<file path="src/rtl/sobel_word_window.sv">
// Sobel edge-magnitude stage: one centre column word (4 pixels x 3 rows) held at a time,
// horizontal neighbours taken from the previous/next word, 4 magnitude pixels out per word.
module sobel_word_window #(
  parameter int MAG_SHIFT = 0,
  parameter int THRESHOLD = 0
) (
  input  logic        clk,
  input  logic        rst_n,
  input  logic        in_valid,
  output logic        in_ready,
  input  logic        in_first,
  input  logic        in_last,
  input  logic [31:0] in_top,
  input  logic [31:0] in_mid,
  input  logic [31:0] in_bot,
  output logic        out_valid,
  output logic [31:0] out_data,
  output logic        out_first,
  output logic        out_last,
  output logic        err,
  output logic [1:0]  dbg_state
);

  typedef enum logic [1:0] {
    ST_EMPTY = 2'd0,
    ST_HOLD  = 2'd1,
    ST_FLUSH = 2'd2
  } state_e;

  state_e      state_q, state_d;
  logic [31:0] c_top_q, c_top_d, c_mid_q, c_mid_d, c_bot_q, c_bot_d;
  logic [7:0]  l_top_q, l_top_d, l_mid_q, l_mid_d, l_bot_q, l_bot_d;
  logic        first_q, first_d;
  logic        err_q, err_d;
  logic        out_valid_q, out_valid_d;
  logic [31:0] out_data_q, out_data_d;
  logic        out_first_q, out_first_d;
  logic        out_last_q, out_last_d;

  logic        beat, compute, new_line;
  logic [7:0]  r_top, r_mid, r_bot;
  logic [47:0] ext_t, ext_m, ext_b;
  logic [31:0] pix;

  function automatic logic [7:0] sobel_pix(input logic [7:0] tl, tc, tr, ml, mr, bl, bc, br);
    logic [11:0] sum_l, sum_r, sum_t, sum_b, gx, gy, ax, ay, mag, s;
    sum_l = {4'd0, tl} + {3'd0, ml, 1'b0} + {4'd0, bl};
    sum_r = {4'd0, tr} + {3'd0, mr, 1'b0} + {4'd0, br};
    sum_t = {4'd0, tl} + {3'd0, tc, 1'b0} + {4'd0, tr};
    sum_b = {4'd0, bl} + {3'd0, bc, 1'b0} + {4'd0, br};
    // Differences fit in 12-bit two's complement (+/-1020), so bit 11 is the sign.
    gx  = sum_r - sum_l;
    gy  = sum_b - sum_t;
    ax  = gx[11] ? (12'd0 - gx) : gx;
    ay  = gy[11] ? (12'd0 - gy) : gy;
    mag = ax + ay;
    s   = mag >> MAG_SHIFT;
    if (THRESHOLD > 0) sobel_pix = (int'(s) >= THRESHOLD) ? 8'hFF : 8'h00;
    else               sobel_pix = (s > 12'd255) ? 8'hFF : s[7:0];
  endfunction

  // Handshake: a beat transfers on a rising edge where in_valid && in_ready; in_ready is a
  // function of state only (low only in FLUSH). The output side has no backpressure.
  assign in_ready = (state_q != ST_FLUSH);
  assign beat     = in_valid && in_ready;
  assign compute  = (state_q == ST_FLUSH) || ((state_q == ST_HOLD) && beat && !in_first);
  assign new_line = (state_q == ST_EMPTY) || in_first;

  // Right neighbour: replicated byte3 at end of line, otherwise byte0 of the incoming word.
  assign r_top = (state_q == ST_FLUSH) ? c_top_q[31:24] : in_top[7:0];
  assign r_mid = (state_q == ST_FLUSH) ? c_mid_q[31:24] : in_mid[7:0];
  assign r_bot = (state_q == ST_FLUSH) ? c_bot_q[31:24] : in_bot[7:0];
  assign ext_t = {r_top, c_top_q, l_top_q};
  assign ext_m = {r_mid, c_mid_q, l_mid_q};
  assign ext_b = {r_bot, c_bot_q, l_bot_q};

  always_comb begin
    pix = '0;
    for (int i = 0; i < 4; i++) begin
      pix[8*i +: 8] = sobel_pix(ext_t[8*i +: 8], ext_t[8*i+8 +: 8], ext_t[8*i+16 +: 8],
                                ext_m[8*i +: 8], ext_m[8*i+16 +: 8],
                                ext_b[8*i +: 8], ext_b[8*i+8 +: 8], ext_b[8*i+16 +: 8]);
    end
  end

  always_comb begin
    state_d     = state_q;
    c_top_d     = c_top_q;
    c_mid_d     = c_mid_q;
    c_bot_d     = c_bot_q;
    l_top_d     = l_top_q;
    l_mid_d     = l_mid_q;
    l_bot_d     = l_bot_q;
    first_d     = first_q;
    err_d       = err_q;
    out_valid_d = 1'b0;
    out_data_d  = out_data_q;
    out_first_d = 1'b0;
    out_last_d  = 1'b0;

    if (compute) begin
      out_valid_d = 1'b1;
      out_data_d  = pix;
      out_first_d = first_q;
      out_last_d  = (state_q == ST_FLUSH);
    end

    case (state_q)
      ST_EMPTY, ST_HOLD: begin
        if (beat) begin
          if (((state_q == ST_EMPTY) && !in_first) || ((state_q == ST_HOLD) && in_first))
            err_d = 1'b1;
          if (new_line) begin
            l_top_d = in_top[7:0];
            l_mid_d = in_mid[7:0];
            l_bot_d = in_bot[7:0];
          end else begin
            l_top_d = c_top_q[31:24];
            l_mid_d = c_mid_q[31:24];
            l_bot_d = c_bot_q[31:24];
          end
          first_d = new_line;
          c_top_d = in_top;
          c_mid_d = in_mid;
          c_bot_d = in_bot;
          state_d = in_last ? ST_FLUSH : ST_HOLD;
        end
      end
      ST_FLUSH: begin
        first_d = 1'b0;
        state_d = ST_EMPTY;
      end
      default: state_d = ST_EMPTY;
    endcase
  end

  always_ff @(posedge clk) begin
    if (!rst_n) begin
      state_q     <= ST_EMPTY;
      c_top_q     <= '0;
      c_mid_q     <= '0;
      c_bot_q     <= '0;
      l_top_q     <= '0;
      l_mid_q     <= '0;
      l_bot_q     <= '0;
      first_q     <= 1'b0;
      err_q       <= 1'b0;
      out_valid_q <= 1'b0;
      out_data_q  <= '0;
      out_first_q <= 1'b0;
      out_last_q  <= 1'b0;
    end else begin
      state_q     <= state_d;
      c_top_q     <= c_top_d;
      c_mid_q     <= c_mid_d;
      c_bot_q     <= c_bot_d;
      l_top_q     <= l_top_d;
      l_mid_q     <= l_mid_d;
      l_bot_q     <= l_bot_d;
      first_q     <= first_d;
      err_q       <= err_d;
      out_valid_q <= out_valid_d;
      out_data_q  <= out_data_d;
      out_first_q <= out_first_d;
      out_last_q  <= out_last_d;
    end
  end

  assign out_valid = out_valid_q;
  assign out_data  = out_data_q;
  assign out_first = out_first_q;
  assign out_last  = out_last_q;
  assign err       = err_q;
  assign dbg_state = state_q;

endmodule

</file>
<file path="config.mk">
export PLATFORM = sky130hd
export DESIGN_NAME = sobel_word_window
export DESIGN_NICKNAME = d
export VERILOG_FILES = /design/src/rtl/sobel_word_window.sv
export SDC_FILE = /design/constraint.sdc
export NUM_CORES = 1
export LEC_CHECK = 0
export CAP_MARGIN = 20
export CORE_UTILIZATION = 40
export DETAILED_ROUTE_END_ITERATION = 10
export MAX_ROUTING_LAYER = met4
export PLACE_DENSITY = 0.61
export SLEW_MARGIN = 0
export SYNTH_ARGS = -nofsm -noshare
export SYNTH_HDL_FRONTEND = slang
export SYNTH_SLANG_ARGS = --single-unit
</file>
<file path="constraint.sdc">
create_clock -name clk -period 9.71 [get_ports clk]
set_input_delay 0.971 -clock clk [delete_from_list [all_inputs] [get_ports clk]]
set_output_delay 0.971 -clock clk [all_outputs]
set_load 0.05 [all_outputs]
</file>
# ---- After elaboration in Yosys (flattened, before gate mapping)
# Index checks and enable logic that the tools add are counted.
dict set report op_classes {
  div 0
  n_shift 0
  eq_ne 4
  reduce_logical 17
  n_addsub 48
  n_bitwise 0
  multipliers 0
  n_mux 22
  magnitude_cmp 4
}
# operator n
set op_table {}
lappend op_table {{$add 10x8->11} 14}
lappend op_table {{$add 8x9->10} 14}
lappend op_table {{$mux 12} 8}
lappend op_table {{$sub 1x12->12 const A} 8}
lappend op_table {{$mux 8} 10}
lappend op_table {{$sub 11x11->12} 6}
lappend op_table {{$add 12x12->12} 4}
lappend op_table {{$gt 12x8->1 const B} 4}
lappend op_table {{$sub 12x11->12} 2}
lappend op_table {{$reduce_and 2->1} 4}
lappend op_table {{$logic_and 1x1->1} 5}
lappend op_table {{$ne 2x2->1 const B} 2}
lappend op_table {{$logic_or 1x1->1} 3}
lappend op_table {{$reduce_and 3->1} 1}
lappend op_table {{$eq 2x1->1 const B} 1}
lappend op_table {{$eq 2x2->1 const B} 1}
lappend op_table {{$logic_not 2->1} 1}
lappend op_table {{$mux 1} 2}
lappend op_table {{$mux 2} 1}
lappend op_table {{$pmux 1 s2} 1}
lappend op_table {{$reduce_bool 2->1} 1}
lappend op_table {{$reduce_or 2->1} 1}
lappend op_table {{$logic_not 1->1} 1}
dict set report totals {
  n_memories 0
  rom_bits 0
  wordCells 108
  output_inout_bits 39
  ff_bits 159
  latchBits 0
  in_bits 101
  ram_bits 0
}

# ---- Depth between registers and ports, before layout
dict set report logic_depth {
  word_depth 10
  ltp_mapped 31
}

# ---- Worst setup path before layout
# Ideal clock, no wire load.
dict set report synth_path {
  kind {register to register}
  start {register state_q[0] (netlist: dbg_state[0])}
  end {register out_data_q[29] (netlist: out_data[29])}
  arrival_time_ns 7.859
  slack_ns 1.732
  period_less_slack_ns 7.978
  required_ns 9.591
  setup_time_ns 0.119
  path_stages_with_launch 29
  path_cell_list {dfxtp_1 > nor2b_1 > inv_1 > clkbuf_1 > buf_1 > o21ai_0 > fa_1 > fa_1 > inv_1 > fa_1 > inv_1 > ha_1 > inv_1 > fa_1 > nand2b_1 > a21boi_0 > o21ai_0 > a21o_1 > a21oi_1 > a21o_1 > mux2_2 > ha_1 > a211oi_1 > nor2_1 > o31a_1 > or4_1 > a2111oi_4 > nand2_2 > o221a_2}
}
dict set report synth_between {
  elab_cells_between_ends 23
}
# item line_no
set synth_rtl {}
lappend synth_rtl {{from (decl)} 30} ;# state_e state_q, state_d;
lappend synth_rtl {{from (signal assigned)} 153} ;# state_q <= state_d;
lappend synth_rtl {{$ne 2x2->1} 64} ;# assign in_ready = (state_q != ST_FLUSH);
lappend synth_rtl {{named net in_ready} 10} ;# output logic in_ready,
lappend synth_rtl {{$logic_and 1x1->1} 65} ;# assign beat = in_valid && in_ready;
lappend synth_rtl {{$logic_and 1x1->1 (2 in a row)} 66} ;# assign compute = (state_q == ST_FLUSH) || ((state_q == ST_HOLD) && beat && !in_first);
lappend synth_rtl {{$logic_or 1x1->1} 66}
lappend synth_rtl {{to (signal assigned)} 163} ;# out_data_q <= out_data_d;
lappend synth_rtl {{to (decl)} 36} ;# logic [31:0] out_data_q, out_data_d;
# The timed path passes the listed nets, and every way through them passes these cells.
# A chain may end at the register's enable or synchronous reset.

# ---- Final worst setup path
dict set report layout_path {
  start {register state_q[1] (netlist: dbg_state[1])}
  end {register out_data_q[26] (netlist: out_data[26])}
}
dict set report layout_between {
  elab_chain_cells 10
  elab_cells_between_ends 23
}
# item line_no
set layout_rtl {}
lappend layout_rtl {{$eq 2x2->1} n/a}
lappend layout_rtl {{$mux 8 (on tied branches)} {70, 71}}
lappend layout_rtl {{$add 8x9->10} 48} ;# sum_r = {4'd0, tr} + {3'd0, mr, 1'b0} + {4'd0, br};
lappend layout_rtl {{$add 10x8->11} 48}
lappend layout_rtl {{$sub 11x11->12} 52} ;# gx = sum_r - sum_l;
lappend layout_rtl {{$sub 1x12->12} 54} ;# ax = gx[11] ? (12'd0 - gx) : gx;
lappend layout_rtl {{$mux 12} 54}
lappend layout_rtl {{$add 12x12->12} 56} ;# mag = ax + ay;
lappend layout_rtl {{$gt 12x8->1} 59} ;# else sobel_pix = (s > 12'd255) ? 8'hFF : s[7:0];
lappend layout_rtl {{$mux 8} 59}
# Several ways; a longest one is shown, not always the timed one.

==> impl_metrics.xml <==
<?xml version="1.0" encoding="UTF-8"?>
<metrics>
  <group name="timing">
    <metric name="timing.final.hold_violations" unit="">0</metric>
    <metric name="final_critical_path_setup_slack" unit="ns">1.42</metric>
    <metric name="worst_pin_slew" unit="ns">1.12</metric>
    <metric name="relSlewSlack" unit="%">25.0</metric>
    <metric name="layout_min_cycle_time" unit="ns">8.29</metric>
    <metric name="fmaxAchievable" unit="MHz">121</metric>
    <metric name="unrepaired_setup_endpoints_after_global_routing" unit="">false</metric>
    <metric name="setup_viol_count_final" unit="">0</metric>
    <metric name="final_min_period_over_clock_period" unit="%">85.4</metric>
    <metric name="setup_total_negative_slack" unit="ns">0</metric>
    <metric name="slew_violations" unit="">0</metric>
    <metric name="finalClockSkew" unit="ns">0.0146</metric>
  </group>
  <group name="routing">
    <metric name="detail_route.iter0.violations" unit="">1155</metric>
    <metric name="vias" unit="">15400</metric>
    <metric name="vias_per_cell" unit="">5.31</metric>
    <metric name="postRouteAntennaNets" unit="">0</metric>
    <metric name="detail_route.drc_violations" unit="">0</metric>
    <metric name="wl" unit="um">56800</metric>
    <metric name="wl_per_cell" unit="um">19.6</metric>
    <metric name="firstDrtPassIters" unit="">5</metric>
  </group>
  <group name="grt">
    <metric name="grtUsageMet1" unit="%">33.9</metric>
    <metric name="top_usage_layer" unit="">met2</metric>
    <metric name="gr_util_met3" unit="%">4.57</metric>
    <metric name="grt_util_all_layers" unit="%">25.9</metric>
    <metric name="grt_antenna_before_repair" unit="">2</metric>
    <metric name="grt_overflow_total" unit="">0</metric>
    <metric name="gr-usage-met2" unit="%">40.1</metric>
    <metric name="wire_length_of_the_first_global_routing_pass" unit="um">88100</metric>
    <metric name="pin_count_of_the_biggest_net_entering_global_routing" unit="">97</metric>
    <metric name="first_global_vias" unit="">15300</metric>
  </group>
  <group name="min_path">
    <metric name="worstHoldEndpoint" unit="">c_mid_q[5]</metric>
    <metric name="hold_path_startpoint" unit="">c_mid_q[5]</metric>
    <metric name="holdPathStages" unit="">2</metric>
    <metric name="hold_class" unit="">reg -&gt; reg</metric>
  </group>
  <group name="worst_setup_path">
    <metric name="cp.buffers_inverters" unit="">5</metric>
    <metric name="worst_r2r_path_cells" unit="">27</metric>
    <metric name="path_delay_family" unit="">compound AO/OA/AOI/OAI gates</metric>
    <metric name="crit_arrival" unit="ns">8.67</metric>
    <metric name="rrSetupSlack" unit="ns">1.42</metric>
    <metric name="worst_r2r_endpoint" unit="">out_data[26]</metric>
    <metric name="crit_path_max_fanout" unit="">23</metric>
    <metric name="critPathMaxStageDelay" unit="ns">0.53</metric>
    <metric name="worst-setup-path-type" unit="">reg -&gt; reg</metric>
    <metric name="worst_setup_path_start_kind" unit="">flop</metric>
    <metric name="stages_on_the_worst_setup_path" unit="">27</metric>
    <metric name="worstSetupEndpointType" unit="">flop</metric>
    <metric name="worst_ep_required_time" unit="ns">10.09</metric>
    <metric name="crit-reg2reg-launch" unit="">dbg_state[1]</metric>
    <metric name="slowest_stage" unit="">sky130_fd_sc_hd__or4_1</metric>
  </group>
  <group name="yosys">
    <metric name="synth-seq-cells" unit="">159</metric>
    <metric name="synthCells" unit="">2179</metric>
    <metric name="netlist_cell_types" unit="">68</metric>
    <metric name="ys_dominant_reg_cell" unit="">sky130_fd_sc_hd__dfxtp_1</metric>
    <metric name="synthesized_area_fraction_occupied_by_ao_oa_aoi_and_oai_cells" unit="%">17.8</metric>
    <metric name="postSynthAreaPerCell" unit="sq um">8.35</metric>
    <metric name="netlist_area" unit="sq um">18200</metric>
    <metric name="synth_top_family_by_area" unit="">adder cells</metric>
    <metric name="synth_enable_flop_cells" unit="">0</metric>
    <metric name="synth_top_area_cell" unit="">sky130_fd_sc_hd__fa_1</metric>
    <metric name="yosys_warnings" unit="">0</metric>
    <metric name="largest_cells_by_area_after_synthesis" unit="">sky130_fd_sc_hd__fa_1 23%, sky130_fd_sc_hd__dfxtp_1 17%, sky130_fd_sc_hd__ha_1 12%</metric>
    <metric name="synth-seq-area-share" unit="%">17.5</metric>
    <metric name="post_synth_xor_area_fraction" unit="%">7.27</metric>
    <metric name="async_reset_ff_share" unit="%">0</metric>
    <metric name="post_synth_mux_area_share" unit="%">1.77</metric>
    <metric name="post_synth_adder_cell_area" unit="%">34.6</metric>
    <metric name="synth_simple_gate_area_share" unit="%">12.5</metric>
    <metric name="synth_nets" unit="">2659</metric>
    <metric name="post-synth-top-area-fraction" unit="%">22.7</metric>
  </group>
  <group name="flow_run">
    <metric name="max-cap-violations" unit="">0</metric>
  </group>
  <group name="die">
    <metric name="floorplan.die_area" unit="sq um">46400</metric>
    <metric name="initial_core_utilization" unit="%">40.9</metric>
    <metric name="row_count" unit="">77</metric>
    <metric name="boundaryPins" unit="">140</metric>
    <metric name="core_region_area" unit="sq um">44500</metric>
    <metric name="floorplan.die.width" unit="um">215</metric>
    <metric name="die_height" unit="um">215</metric>
  </group>
  <group name="clocking">
    <metric name="clock_tree.buffer_depth" unit="">2</metric>
    <metric name="post_cts_resized" unit="">0</metric>
    <metric name="clk_transition_reported_paths" unit="ns">0.07</metric>
    <metric name="tritoncts" unit="">done</metric>
    <metric name="clk_root_buffer_cell" unit="">sky130_fd_sc_hd__clkbuf_16</metric>
    <metric name="clock_insertion_delay_worst_skew" unit="ns">0.50</metric>
    <metric name="clock-sinks" unit="">159</metric>
    <metric name="clock_tree.htree_level_count" unit="">4</metric>
    <metric name="cts_hold_buf" unit="">0</metric>
    <metric name="postCtsSetupRepairBufs" unit="">0</metric>
    <metric name="cts-buffers-inserted" unit="">17</metric>
  </group>
  <group name="cells_and_area">
    <metric name="drive_gt1_share" unit="%">3.90</metric>
    <metric name="filler_cell_count" unit="">4428</metric>
    <metric name="layout.nets" unit="">2775</metric>
    <metric name="syn2layout_area_growth" unit="%">14.5</metric>
  </group>
  <group name="place">
    <metric name="post_detail_place_hpwl" unit="um">47300</metric>
    <metric name="finalWeightedCongestion" unit="">0.953</metric>
    <metric name="numPortBuffers" unit="">139</metric>
    <metric name="place_worst_setup_slack" unit="ns">1.47</metric>
  </group>
  <group name="status">
    <metric name="run_status" unit="">finished clean</metric>
  </group>
</metrics>
area by class of cell:
cell class	instances	area, sq um	share of cell area [%]
multi-input cells	1604	13500	64.7
flip-flops and latches	159	3180	15.3
repair buffers	155	1510	7.25
inverters	358	1350	6.46
well taps	592	741	3.56
clock buffers	18	439	2.11
clock inverters	14	121	0.583
diodes	2	5.00	0.0240
worst max path at each step:
stage | endpoint | slack [ns] | start
after floorplan | out_data[29] | 1.73 | dbg_state[0]
after global placement | out_data[24] | 1.69 | dbg_state[1]
after detailed placement | out_data[24] | 1.47 | dbg_state[1]
after CTS | out_data[26] | 1.44 | dbg_state[1]
after global routing | out_data[25] | 0.87 | dbg_state[1]
final | out_data[26] | 1.42 | dbg_state[1]
metrics by stage:
stage / hold slack, ns / utilization, % / instance area, sq um / std cells
after floorplan: 0.436 / - / 18200 / 2179
after global placement: 0.445 / 45.5 / 20300 / 2868
after detailed placement: 0.448 / 45.5 / 20300 / 2868
after CTS: 0.458 / 46.8 / 20800 / 2900
after global routing: 0.477 / 46.8 / 20800 / 2902
final: 0.457 / 46.8 / 20800 / 2902
state kept, by name, indices dropped and copies added, names as in the netlist:
signal / cells
c_bot_q: 32
c_mid_q: 32
c_top_q: 32
dbg_state: 2
err: 1
first_q: 1
l_bot_q: 8
l_mid_q: 8
l_top_q: 8
out_data: 32
out_first: 1
out_last: 1
out_valid: 1
layout by cell type, fill, tap and decap left out, types with 26 or more instances in the layout:
| cell | count |
|---|---|
| sky130_fd_sc_hd__fa_1 | 206 |
| sky130_fd_sc_hd__clkdlybuf4s50_1 | 139 |
| sky130_fd_sc_hd__xor2_1 | 58 |
| sky130_fd_sc_hd__a21o_1 | 29 |
| sky130_fd_sc_hd__inv_1 | 357 |
| sky130_fd_sc_hd__nor2_1 | 150 |
| sky130_fd_sc_hd__xnor2_1 | 93 |
| sky130_fd_sc_hd__ha_1 | 173 |
| sky130_fd_sc_hd__nand2_1 | 246 |
| sky130_fd_sc_hd__a31oi_1 | 26 |
| sky130_fd_sc_hd__a21oi_1 | 230 |
| sky130_fd_sc_hd__dfxtp_1 | 159 |
| sky130_fd_sc_hd__a211oi_1 | 40 |
| sky130_fd_sc_hd__o21ai_0 | 83 |
layer usage:
layer / wire length (um) / vias up
met5: 0 / -
met4: 1760 / 0
met3: 3590 / 82
met2: 26100 / 459
met1: 25300 / 7491
li1: - / 7390
kinds of logic (layout without fill, tap and decap cells):
logic type,Yosys count,in the layout
simple gates,523,523
compound gates,520,520
buf+inv,416,545
fa+ha+maj,379,379
flops,159,159
xor+xnor,151,151
mux,31,31
other cells,0,2
synthesized netlist by cell type (40+ instances only):
cell type                  instances
sky130_fd_sc_hd__inv_1           357
sky130_fd_sc_hd__a211oi_1         40
sky130_fd_sc_hd__nor2_1          150
sky130_fd_sc_hd__fa_1            206
sky130_fd_sc_hd__xnor2_1          93
sky130_fd_sc_hd__nand2_1         246
sky130_fd_sc_hd__ha_1            173
sky130_fd_sc_hd__dfxtp_1         159
sky130_fd_sc_hd__xor2_1           58
sky130_fd_sc_hd__o21ai_0          83
sky130_fd_sc_hd__clkbuf_1         48
sky130_fd_sc_hd__a21oi_1         230
worst min-delay path, cell delays in order, from the launching register on:
cell and delay (ns):
sky130_fd_sc_hd__dfxtp_1 0.31, sky130_fd_sc_hd__nand2_1 0.05, sky130_fd_sc_hd__a21oi_1 0.05
Power is left out: the tool's default activity adds up to more than one toggle a clock period on the data nets, which glitch-free logic cannot reach.
